===== config.mk =====
export PLATFORM = sky130hd
export DESIGN_NAME = softmax_result_collector
export DESIGN_NICKNAME = d
export VERILOG_FILES = /design/src/rtl/softmax_pkg.sv /design/src/rtl/softmax_result_bank.sv /design/src/rtl/softmax_result_collector.sv
export SDC_FILE = /design/constraint.sdc
export NUM_CORES = 1
export LEC_CHECK = 0
export CAP_MARGIN = 20
export CORE_MARGIN = 4
export CORE_UTILIZATION = 50
export DETAILED_ROUTE_END_ITERATION = 16
export PLACE_DENSITY = 0.77
export REMOVE_ABC_BUFFERS = 1
export SYNTH_ARGS = -nofsm -noshare
export SYNTH_HDL_FRONTEND = slang
export SYNTH_HIERARCHICAL = 1
export SYNTH_SLANG_ARGS = --single-unit

===== constraint.sdc =====
create_clock -name clk1 -period 3.6 [get_ports clk1]
set_input_delay 0.54 -clock clk1 [delete_from_list [all_inputs] [get_ports clk1]]
set_output_delay 0.54 -clock clk1 [all_outputs]
set_load 0.02 [all_outputs]

===== src/rtl/softmax_pkg.sv =====
// Shared definitions for the softmax result path: collector FSM encoding and
// default sizing constants reused by the softmax top.
package softmax_pkg;

   localparam int unsigned NUM_CLASSES_DEF = 10;
   localparam int unsigned DATA_WIDTH_DEF  = 32;

   typedef enum logic [1:0] {
      ST_IDLE    = 2'd0,
      ST_COLLECT = 2'd1,
      ST_DONE    = 2'd2
   } collect_state_t;

endpackage


===== src/rtl/softmax_result_bank.sv =====
// NUM_CLASSES x DATA_WIDTH result register file: one write port and a
// registered read port that returns zero for out-of-range addresses.
module softmax_result_bank
   import softmax_pkg::*;
#(
   parameter int unsigned NUM_CLASSES = NUM_CLASSES_DEF,
   parameter int unsigned DATA_WIDTH  = DATA_WIDTH_DEF,
   parameter int unsigned IDX_WIDTH   = 4
) (
   input  logic                  clk_i,
   input  logic                  rst_i,
   input  logic                  wr_en_i,
   input  logic [IDX_WIDTH-1:0]  wr_addr_i,
   input  logic [DATA_WIDTH-1:0] wr_data_i,
   input  logic                  rd_en_i,
   input  logic [IDX_WIDTH-1:0]  rd_addr_i,
   output logic [DATA_WIDTH-1:0] rd_data_o,
   output logic                  rd_valid_o
);

   localparam logic [IDX_WIDTH:0] NC = NUM_CLASSES[IDX_WIDTH:0];

   logic [DATA_WIDTH-1:0] mem_q [NUM_CLASSES];
   logic [DATA_WIDTH-1:0] rd_data_q;
   logic                  rd_valid_q;
   logic                  rd_in_range;

   assign rd_in_range = ({1'b0, rd_addr_i} < NC);

   // Storage write; reset clears every entry.
   always_ff @(posedge clk_i) begin
      if (rst_i) begin
         for (int unsigned i = 0; i < NUM_CLASSES; i++) begin
            mem_q[i] <= '0;
         end
      end else if (wr_en_i) begin
         mem_q[wr_addr_i] <= wr_data_i;
      end
   end

   // Registered read: captures the pre-write value on a same-cycle write.
   always_ff @(posedge clk_i) begin
      if (rst_i) begin
         rd_data_q  <= '0;
         rd_valid_q <= 1'b0;
      end else begin
         rd_valid_q <= rd_en_i;
         if (rd_en_i) begin
            rd_data_q <= rd_in_range ? mem_q[rd_addr_i] : '0;
         end
      end
   end

   assign rd_data_o  = rd_data_q;
   assign rd_valid_o = rd_valid_q;

endmodule


===== src/rtl/softmax_result_collector.sv =====
// Collects one softmax result vector into a register bank, tracks the
// arg-max on the fly and hands the bank to the host via done/ack.
// Optional: define SOFTMAX_COLLECT_OVF_EN to add the sticky ovf_err output.
module softmax_result_collector
   import softmax_pkg::*;
#(
   parameter int unsigned NUM_CLASSES = NUM_CLASSES_DEF,
   parameter int unsigned DATA_WIDTH  = DATA_WIDTH_DEF,
   parameter int unsigned IDX_WIDTH   = 4
) (
   input  logic                  clk1,
   input  logic                  rst,
   input  logic                  valid_data,
   input  logic [DATA_WIDTH-1:0] softmax_out_final,
   input  logic                  end_softmax,
   input  logic                  rd_en,
   input  logic [IDX_WIDTH-1:0]  rd_addr,
   output logic [DATA_WIDTH-1:0] rd_data,
   output logic                  rd_valid,
   input  logic                  ack,
   output logic                  busy,
   output logic                  done,
   output logic [IDX_WIDTH-1:0]  count,
   output logic [IDX_WIDTH-1:0]  max_idx,
   output logic [DATA_WIDTH-1:0] max_val,
`ifdef SOFTMAX_COLLECT_OVF_EN
   output logic                  ovf_err,
`endif
   output logic                  short_err
);

   localparam logic [IDX_WIDTH:0] NC = NUM_CLASSES[IDX_WIDTH:0];

   collect_state_t        state_q;
   logic [IDX_WIDTH-1:0]  count_q;
   logic [IDX_WIDTH-1:0]  max_idx_q;
   logic [DATA_WIDTH-1:0] max_val_q;
   logic                  short_err_q;
   logic                  ovf_q;

   logic                  wr_en;
   logic [IDX_WIDTH-1:0]  wr_addr;
   logic [IDX_WIDTH:0]    cnt_inc;

   // Beats are only stored outside DONE; the first beat of a vector lands at 0.
   assign wr_en   = valid_data && (state_q != ST_DONE);
   assign wr_addr = (state_q == ST_IDLE) ? '0 : count_q;
   // One bit wider so a full 2^IDX_WIDTH vector still reaches NUM_CLASSES.
   assign cnt_inc = {1'b0, count_q} + 1'b1;

   softmax_result_bank #(
      .NUM_CLASSES (NUM_CLASSES),
      .DATA_WIDTH  (DATA_WIDTH),
      .IDX_WIDTH   (IDX_WIDTH)
   ) u_bank (
      .clk_i      (clk1),
      .rst_i      (rst),
      .wr_en_i    (wr_en),
      .wr_addr_i  (wr_addr),
      .wr_data_i  (softmax_out_final),
      .rd_en_i    (rd_en),
      .rd_addr_i  (rd_addr),
      .rd_data_o  (rd_data),
      .rd_valid_o (rd_valid)
   );

   // Collection FSM with beat counter, arg-max tracking and error flags.
   always_ff @(posedge clk1) begin
      if (rst) begin
         state_q     <= ST_IDLE;
         count_q     <= '0;
         max_idx_q   <= '0;
         max_val_q   <= '0;
         short_err_q <= 1'b0;
         ovf_q       <= 1'b0;
      end else begin
         unique case (state_q)
            ST_IDLE: begin
               if (valid_data) begin
                  count_q     <= {{(IDX_WIDTH-1){1'b0}}, 1'b1};
                  max_val_q   <= softmax_out_final;
                  max_idx_q   <= '0;
                  short_err_q <= 1'b0;
                  state_q     <= ST_COLLECT;
               end
            end
            ST_COLLECT: begin
               if (valid_data) begin
                  count_q <= cnt_inc[IDX_WIDTH-1:0];
                  if (softmax_out_final > max_val_q) begin
                     max_val_q <= softmax_out_final;
                     max_idx_q <= count_q;
                  end
                  if (cnt_inc == NC) begin
                     state_q     <= ST_DONE;
                     short_err_q <= 1'b0;
                  end else if (end_softmax) begin
                     state_q     <= ST_DONE;
                     short_err_q <= 1'b1;
                  end
               end else if (end_softmax) begin
                  state_q     <= ST_DONE;
                  short_err_q <= 1'b1;
               end
            end
            ST_DONE: begin
               if (ack) begin
                  state_q <= ST_IDLE;
                  ovf_q   <= 1'b0;
               end
               // A dropped beat flags overflow even when it collides with ack.
               if (valid_data) begin
                  ovf_q <= 1'b1;
               end
            end
            default: state_q <= ST_IDLE;
         endcase
      end
   end

   assign busy      = (state_q == ST_COLLECT);
   assign done      = (state_q == ST_DONE);
   assign count     = count_q;
   assign max_idx   = max_idx_q;
   assign max_val   = max_val_q;
   assign short_err = short_err_q;

`ifdef SOFTMAX_COLLECT_OVF_EN
   assign ovf_err = ovf_q;
`else
   logic unused_ovf;
   assign unused_ovf = ovf_q;
`endif

endmodule

==> results of run 1 <==
==> per-layer routing <==
layer / track usage, % / wire length [um] / share of wire [%]
met4: 7.27 / 1370 / 2.9
met1: 31.7 / 17800 / 38
met3: 4.74 / 4670 / 10
met2: 40.6 / 22900 / 49
met5: 0 / 12 / 0.026
==> power breakdown <==
| part | switching (W) | internal [W] | total (W) |
|---|---|---|---|
| Combinational | 0.000607 | 0.000434 | 0.00104 |
| Clock | 0.00167 | 0.00227 | 0.00394 |
| Sequential | 0.0000884 | 0.00514 | 0.00522 |
==> registers in the layout, indices dropped and copies added, names as in the netlist <==
name,cells
count,4
max_idx,4
max_val,32
short_err,1
state_q,2
u_bank/mem_q,320
u_bank/rd_data_o,32
u_bank/rd_valid_o,1
==> critical path, cell delays in order (launching register included) <==
cell	delay, ps
dfxtp_1	460
inv_1	80
ha_1	320
nand4_1	240
nor4_1	630
nand3_1	200
o21a_2	240
o31a_2	120
buf_12	210
o32ai_1	240
==> cell families after synthesis <==
| group | Yosys count | synth area share, % |
|---|---|---|
| flops | 396 | 62.5 |
| buf+inv | 155 | 4.27 |
| fa+ha+maj | 34 | 2.39 |
| xor+xnor | 1 | 0.0492 |
| compound gates | 135 | 5.45 |
| mux | 163 | 12.7 |
| simple gates | 505 | 12.6 |
==> final cells by class <==
class | instances | area, sq um | share of cell area (%)
clock inverters | 17 | 115 | 0.556
multi-input cells | 838 | 5930 | 28.6
flip-flops and latches | 396 | 11100 | 53.7
repair buffers | 165 | 1590 | 7.65
inverters | 69 | 259 | 1.25
clock buffers | 55 | 1130 | 5.45
well taps | 455 | 569 | 2.75
==> synthesized netlist by cell type (2+ instances only) <==
master    instances
nor2_1          330
edfxtp_1        320
nand2b_1         79
dfxtp_1          76
inv_1            69
mux2_2           66
nand2_1          53
buf_2            35
clkbuf_1         35
mux2i_1          35
ha_1             34
a32oi_1          32
mux4_2           32
o22ai_1          32
o31ai_1          32
mux2_4           30
a21oi_1          16
nor2b_1          11
buf_6            10
nand3_1           9
nand4_1           6
o21ai_0           5
buf_12            3
buf_4             3
nand3b_1          3
and4_1            2
nor3_1            2
nor4_1            2
o21ai_1           2
o32ai_1           2
==> layout by cell type (no fill, tap or decap), types with 42 or more instances in the layout <==
cell type,n
nor2_1,329
edfxtp_1,320
clkdlybuf4s50_1,114
nand2b_1,79
dfxtp_1,76
inv_1,69
mux2_2,66
nand2_1,53
buf_4,43
clkbuf_16,42
==> per-stage QoR <==
stage	power [W]	utilization (%)	hold WS, ps	setup WS (ps)	instance area [sq um]
after floorplan	0.00585	-	486	-932	17300
after global placement	0.00631	56.0	452	318	19500
after detailed placement	0.00635	56.0	456	234	19500
after CTS	0.0102	59.5	470	788	20700
after global routing	0.0105	59.5	490	589	20700
final	0.0102	59.5	464	775	20700
==> path summary, 6_finish.rpt <==
kind | startpoint | to | slack (ps) | depth (start not counted)
min reg2reg | u_bank/rd_data_o[10] | u_bank/rd_data_o[10] | 460 | 2
min | u_bank/rd_data_o[10] | u_bank/rd_data_o[10] | 460 | 2
max reg2reg | max_val[27] | max_idx[2] | 770 | 9
max | max_val[27] | max_idx[2] | 770 | 9
==> key figures, run 1 <==
Die
  – Die area: 38700 sq um
  – Initial Util: 51.1%
  – Site Rows: 68
  – Core area: 34800 sq um
  – Die Y: 197 um
  – IO Count: 118
  – DIE WIDTH: 197 um

Worst setup path
  – CP required: 4040 ps
  – CP arrival: 3270 ps
  – Critical setup path kind: flip-flop to flip-flop
  – Worst Setup Start Kind: flip-flop
  – Worst setup EP type: flip-flop
  – Maximum fanout along the worst path: 36

Placement
  – DP Wirelength: 28.2 mm
  – Cells after DPL: 1923
  – Port Buffers: 117
  – Gp weighted congestion: 0.806

Timing
  – Final Hold Vio Count: 0
  – Period minus WS final: 2830 ps
  – Fin. max-slew vios: 0
  – Setup_tns: 0 ps
  – Max-slew headroom: 36.4%
  – Worst clock skew: 17.8 ps
  – RSZ-0062 raised after global routing: false
  – # setup viols final: 0
  – Tcrit/Tclk final: 78.5%
  – Worst-Margin Slew: 954 ps
  – Fmax: 354 MHz

Clocking
  – CTS tree: built
  – Post-CTS Setup Inserts: 0
  – H-tree depth: 2
  – Root buffer cell: clkbuf_16
  – Clock insertion delay at the later pin of the skew report: 530 ps
  – CTS Sinks: 396
  – Reg clk slew, reported paths: 60 ps
  – TritonCTS buffer count: 40
  – CTS resizes: 0
  – Post-cts hold buffer count: 0
  – CTS max path bufs: 3

Synth
  – Share of the synthesized area in the top cell type: 54.0%
  – Sequential element share of the synthesized area: 62.5%
  – Synth Register Bits: 396
  – Syn Area/Cell: 12.8 sq um
  – Cells after synthesis: 1389
  – Synth area leaders: edfxtp_1, dfxtp_1, nor2_1
  – Netlist cell types: 53
  – Fraction of registers with async set/reset: 0%
  – Area of the mapped netlist: 17800 sq um
  – Ys flop type: edfxtp_1
  – Synth warn: 6
  – Dominant cell type by area after synthesis: edfxtp_1
  – Post-synth EDFFs: 320

Drt
  – Total number of vias: 11800
  – Vias per cell: 5.92
  – Final WL: 46.8 mm
  – Iteration-0 DRC Markers: 1329
  – DRC errors left: 0
  – DRT antenna net count: 0
  – Detailed Routing Iterations Pass 1: 5
  – Wire length per cell: 23.4 um

Global route
  – Total GRT Usage: 24.0%
  – Pin count of the biggest net entering global routing: 45
  – Number of global-route vias before repair: 12100
  – First-pass GRT wire length: 71.3 mm
  – Initial antenna violation count: 1
  – GR Overflow Total: 0

Run
  – Max-Cap Viols: 0

Run status
  – Status: complete, no violations

Final layout
  – Share of post-route cells with drive strength above 1: 16.0%
  – Fillers: 2588
  – Area Growth Syn to Fin: 16.4%
  – Nets: 1586
  – N_diodes: 0
  – Non-filler cells, final: 1995

Power and ir drop
  – Leak pwr: 7.59 nW
  – Pwr Density: 493 nW/um^2
  – Max VDD drop: 0.307 mV

Min path
  – Worst hold path type: flip-flop to flip-flop
Power figures use the tool's default switching activity.
==> inputs of run 2 (changes only) <==
clock period = 2.8 ns   (was 3.6 ns; I/O delays follow)
==> key figures, run 2 (synthesis gave the netlist of run 1 again) <==
Die
  – DIE WIDTH: 197 um (unchanged)
  – Die area: 38700 sq um (unchanged)
  – IO Count: 118 (unchanged)
  – Die Y: 197 um (unchanged)
  – Initial Util: 51.1% (unchanged)
  – Site Rows: 68 (unchanged)
  – Core area: 34800 sq um (unchanged)

Timing
  – Worst clock skew: 16.2 ps (-1.59 ps)
  – RSZ-0062 raised after global routing: false
  – Fin. max-slew vios: 0 (unchanged)
  – Max-slew headroom: 24.7% (-12 points)
  – # setup viols final: 0 (unchanged)
  – Final Hold Vio Count: 0 (unchanged)
  – Period minus WS final: 2580 ps
  – Tcrit/Tclk final: 92.3%
  – Fmax: 387 MHz
  – Setup_tns: 0 ps (unchanged)
  – Worst-Margin Slew: 1130 ps (+174 ps)

Drt
  – Wire length per cell: 23.5 um (+0.14%)
  – Vias per cell: 5.88 (-0.69%)
  – Detailed Routing Iterations Pass 1: 5 (unchanged)
  – DRC errors left: 0 (unchanged)
  – Total number of vias: 12000 (+1.9%)
  – DRT antenna net count: 0 (unchanged)
  – Final WL: 48.1 mm (+2.7%)
  – Iteration-0 DRC Markers: 1272 (-4.3%)

Worst setup path
  – Cell mode on critical path: buf_4
  – Maximum fanout along the worst path: 7 (-81%)
  – CP required: 3220 ps (-820 ps)
  – CP arrival: 3010 ps (-260 ps)
  – Worst Setup Start Kind: input port
  – Critical setup path kind: input port to flip-flop
  – Cell family with most CP delay: compound AO/OA/AOI/OAI gates
  – Max incr delay on CP: 540 ps (-90 ps)
  – CP bufs+invs: 3 (+1)
  – Crit-path slowest cell: clkdlybuf4s50_1
  – Worst setup EP type: flip-flop
  – Crit path cell chain: clkdlybuf4s50_1, ha_1, nand4_1, nor4_1, buf_4, a21boi_1, o41a_1, o31a_2, buf_4, o32ai_1

Final layout
  – Most common library cell in the layout ignoring fill and taps: nor2_1
  – Nets: 1636 (+3.2%)
  – Commonest non-fill, non-tap cells in the layout: nor2_1, edfxtp_1, clkdlybuf4s50_1
  – N_diodes: 0 (unchanged)
  – Area Growth Syn to Fin: 20.1%
  – Largest register FFs: 320 (unchanged)
  – Share of post-route cells with drive strength above 1: 19.2% (+3.2 points)
  – Biggest register: u_bank/mem_q

Global route
  – Met2 GRT Util: 41.1% (+0.49 points)
  – GR Overflow Total: 0 (unchanged)
  – Initial antenna violation count: 0 (-1)
  – Met1 Use GR: 32.0% (+0.36 points)
  – Pin count of the biggest net entering global routing: 58 (+29%)
  – Number of global-route vias before repair: 12200 (+0.59%)
  – GR Layer Usage met3: 5.32% (+0.58 points)
  – First-pass GRT wire length: 72.5 mm (+1.6%)
  – GRT Max-Usage Layer: met2
  – Total GRT Usage: 24.4% (+0.36 points)

Power and ir drop
  – Pwr Density: 639 nW/um^2 (+30%)
  – Max VDD drop: 0.373 mV (+22%)
  – Leak pwr: 7.96 nW (+4.8%)
  – Tot Pwr: 0.0137 W (+34%)

Clocking
  – CTS tree: built
  – H-tree depth: 2 (unchanged)
  – TritonCTS buffer count: 40 (unchanged)
  – CTS Sinks: 396 (unchanged)
  – Reg clk slew, reported paths: 70 ps (about the same)
  – Root buffer cell: clkbuf_16
  – Post-cts hold buffer count: 0 (unchanged)
  – CTS max path bufs: 3 (unchanged)
  – Clock insertion delay at the later pin of the skew report: 540 ps (about the same)

Min path
  – Worst hold path type: input port to flip-flop

Placement
  – Gp weighted congestion: 0.817 (+1.4%)
  – DP Wirelength: 29.8 mm (+5.7%)
  – Port Buffers: 117 (unchanged)

Run
  – Max-Cap Viols: 0 (unchanged)

Run status
  – Status: complete, no violations
-- run 2: cell count changes in the layout (fill, tap and decap cells not counted) --
cell,delta
buf_4,+37
buf_12,+13
clkbuf_8,+5
clkbuf_1,-4
bufinv_16,+3
clkinv_1,-3
inv_6,+3
clkinv_4,+2
clkbuf_16,-1
clkinv_2,-1
clkinv_8,-1
clkinvlp_4,-1
nor4_1,-1
nor4_2,+1
-- run 2: layout make-up --
class / instances / area (sq um)
Fill cell: 2585 / 13400
Sequential cell: 396 / 11100
Multi-Input combinational cell: 838 / 5930
Timing Repair Buffer: 215 / 2120
Clock buffer: 55 / 1160
Tap cell: 455 / 569
Inverter: 69 / 259
Clock inverter: 19 / 209
-- run 2: path summary, 6_finish.rpt --
path | cells past startpoint | from | end | slack (ps)
max | 10 | softmax_out_final[14] | max_idx[2] | 220
min | 4 | rd_addr[0] | u_bank/rd_data_o[14] | 380
max reg2reg | 11 | max_val[27] | max_idx[2] | 220
min reg2reg | 2 | u_bank/rd_data_o[29] | u_bank/rd_data_o[29] | 470
-- run 2: worst reg2reg max path, delay by kind of cell (launching register included) --
| family | cells | cell delay, ps |
|---|---|---|
| compound gates | 3 | 590 |
| simple gates | 3 | 480 |
| fa+ha+maj | 1 | 320 |
| flops | 1 | 450 |
| buf+inv | 4 | 610 |
-- run 2: per-stage QoR --
stage / hold slack [ps] / area (sq um) / cells / setup WS, ps / util (%)
5_1_grt: 394 / 21400 / 2047 / 70.1 / 61.5
3_3_place_gp: 460 / 20000 / 1972 / -259 / 57.5
2_1_floorplan: 486 / 17300 / 1303 / -1730 / -
4_1_cts: 366 / 21400 / 2046 / 41.7 / 61.4
6_report: 377 / 21400 / 2047 / 217 / 61.5
3_5_place_dp: 452 / 20000 / 1972 / -319 / 57.5
-- run 2: timing repair --
| action | CTS | global route |
|---|---|---|
| gates resized for setup | 0 | 1 |
| setup buffers | 0 | 1 |
| setup endpoints to repair | 0 | 32 |
-- run 2: metal layers --
| metal | wire length, um | share of wire [%] |
|---|---|---|
| met4 | 1260 | 2.6 |
| met5 | 0 | 0 |
| met1 | 18700 | 39 |
| met3 | 4750 | 9.9 |
| met2 | 23400 | 49 |
-- run 2: report_power, final --
part | switching [W] | leakage, nW | internal [W]
sequential | 0.000113 | 3.93 | 0.00660
clock | 0.00223 | 0.678 | 0.00328
combinational | 0.000804 | 3.35 | 0.000629
==> RTL edit: new RTL, flow settings as in run 2 <==
Encoding of `collect_state_t`: now one-hot (3 bits for 3 states).
--- a/src/rtl/softmax_pkg.sv
+++ b/src/rtl/softmax_pkg.sv
@@ -7,6 +7,6 @@
 
-   typedef enum logic [1:0] {
-      ST_IDLE    = 2'd0,
-      ST_COLLECT = 2'd1,
-      ST_DONE    = 2'd2
+   typedef enum logic [2:0] {
+      ST_IDLE    = 3'b001,
+      ST_COLLECT = 3'b010,
+      ST_DONE    = 3'b100
    } collect_state_t;
Check against the original RTL: no difference found for any inputs over 4 cycles, from zero or initial values and one cycle with rst high; so few cycles prove little.
==> RTL edit against run 2 <==
Power decreased by 0.24%; wire length rose by 5.8%; design area grew 0.66%; clock power decreased by 3.6%; sequential cell count rose by 1; via count grew 6.5%; area after synthesis up 1.8%; clock skew grew 9.9 ps; count of clock-buffer cells in the layout increased by 3; setup slack worse by 120 ps; utilization fell by 1.1 points; synthesized cell count is 4.5% higher; highest routed layer unchanged.
==> RTL edit: results (changes against run 2) <==
- GRT Total Usage: 25.5% (+1.2 points)
- Multi-input combinational gate total: 881 (+5.1%)
- ClkCell Share: 6.07% (-0.33 points)
- Filler cells: 2713 (+5.0%)
- Wirelength per Cell: 24.3 um (+3.6%)
- Peak VDD IR: 0.372 mV (-0.31%)
- Non-Clock Buffer Count: 205 (-4.7%)
- Status: completed
- Multi-input logic area: 6160 um2 (+3.9%)
- Comb pwr: 0.00156 W (+9%)
- Setup WS post-layout: 93.6 ps (-123 ps)
- Final estimated routing congestion in global placement: 0.872 (+6.7%)
- Met1 usage in global routing: 34.2% (+2.2 points)
- Max FO, Critical Path: 4 (-3)
- Synth cell count leaders: nor2_1, edfxtp_1, nand2_1, dfxtp_1, inv_1
- CP max stage cell: o21ai_1
- Final HPWL DP: 30900 um (+3.9%)
- CTS resizes: 0 (unchanged)
- Wl on met1: 19600 um (+4.7%)
- Non-clk buf share: 9.54% (-0.39 points)
- Adder-cell share of the synthesized area: 2.35% (-0.042 points)
- Clock skew: 26.1 ps (+9.90 ps)
- Post-place setup slack: -321 ps (-2.09 ps)
- Post-synthesis xor/xnor area fraction: 0.0484% (-0.00086 points)
- Nets: 1674 (+2.3%)
- Largest register FFs: 320 (unchanged)
- Worst-margin pin slew: 734 ps (-394 ps)
- Invs w/o clock: 73 (+5.8%)
- Pleak: 7.83 nW (-1.6%)
- Top post-synthesis cells by area: edfxtp_1, dfxtp_1, nor2_1
- Layout cells sized above 1: 18.4% (-0.82 points)
- Switching Share: 23.8% (+0.73 points)
- Met3 wire len: 5460 um (+15%)
- Met3 Track Usage GR: 5.43% (+0.11 points)
- Sequential fraction of the synthesis area: 61.6% (-0.98 points)
- Met2 Use GR: 41.5% (+0.36 points)
- Compound-Gate Fraction of Synth Area: 8.61% (+3.2 points)
- Slowest Stage Delay on Critical Path: 470 ps (-70 ps)
- Mux cell area share after synthesis: 10.8% (-1.9 points)
- Met2 WL post-DR: 23800 um (+1.8%)
- Iter 0 DRT Violations: 1656 (+30%)
- Largest net degree at the start of global routing: 49 (-16%)
- Register area: 11200 um2 (+0.18%)
- HP Class: flop to flop
- Clkbuf count: 58 (+5.5%)
- Top layer in use: met4
- Share of the synthesized area in the top cell type: 53.0% (-0.94 points)
- Yosys cell types: 48 (-9.4%)
- Number of port buffers: 117 (unchanged)
- Vias per std cell: 6.13 (+4.3%)
- Combinational share of power: 11.4% (+0.9 points)
- Htree depth: 2 (unchanged)
- Clk sinks: 397 (+0.25%)
- Antenna diode count: 0 (unchanged)
- Clk power: 0.00531 W (-3.6%)
- Vias in the first global route: 13000 (+6.9%)
- Global-route wire length before repair: 76400 um (+5.4%)
==> RTL edit: cell count changes in the layout (fill, tap and decap cells not counted), sizes merged, moves of 3 or more <==
cell     change
buf         -11
mux2i       -30
nand2b      -68
o2111ai     +31
or3         +32
inv          +4
nor2         +6
clkinv       -3
nand2       +40
o211ai      +32
o21ai        +5
clkbuf       +3
==> RTL edit: per-stage QoR <==
stage	hold slack, ps	TNS, ps	cells	instance area [um2]
floorplan	489	-219090	1351	17500
global placement	457	-4710	2017	20200
detailed placement	456	-6700	2017	20200
CTS	471	0	2091	21500
global route	490	0	2091	21500
finish	466	0	2091	21500
==> RTL edit: path summary, 6_finish.rpt <==
path	start	end	slack [ps]	depth (start not counted)
max reg2reg	max_val[9]	max_idx[1]	90	9
min reg2reg	u_bank/rd_data_o[22]	u_bank/rd_data_o[22]	470	2
min	u_bank/rd_data_o[22]	u_bank/rd_data_o[22]	470	2
max	max_val[9]	max_idx[1]	90	9
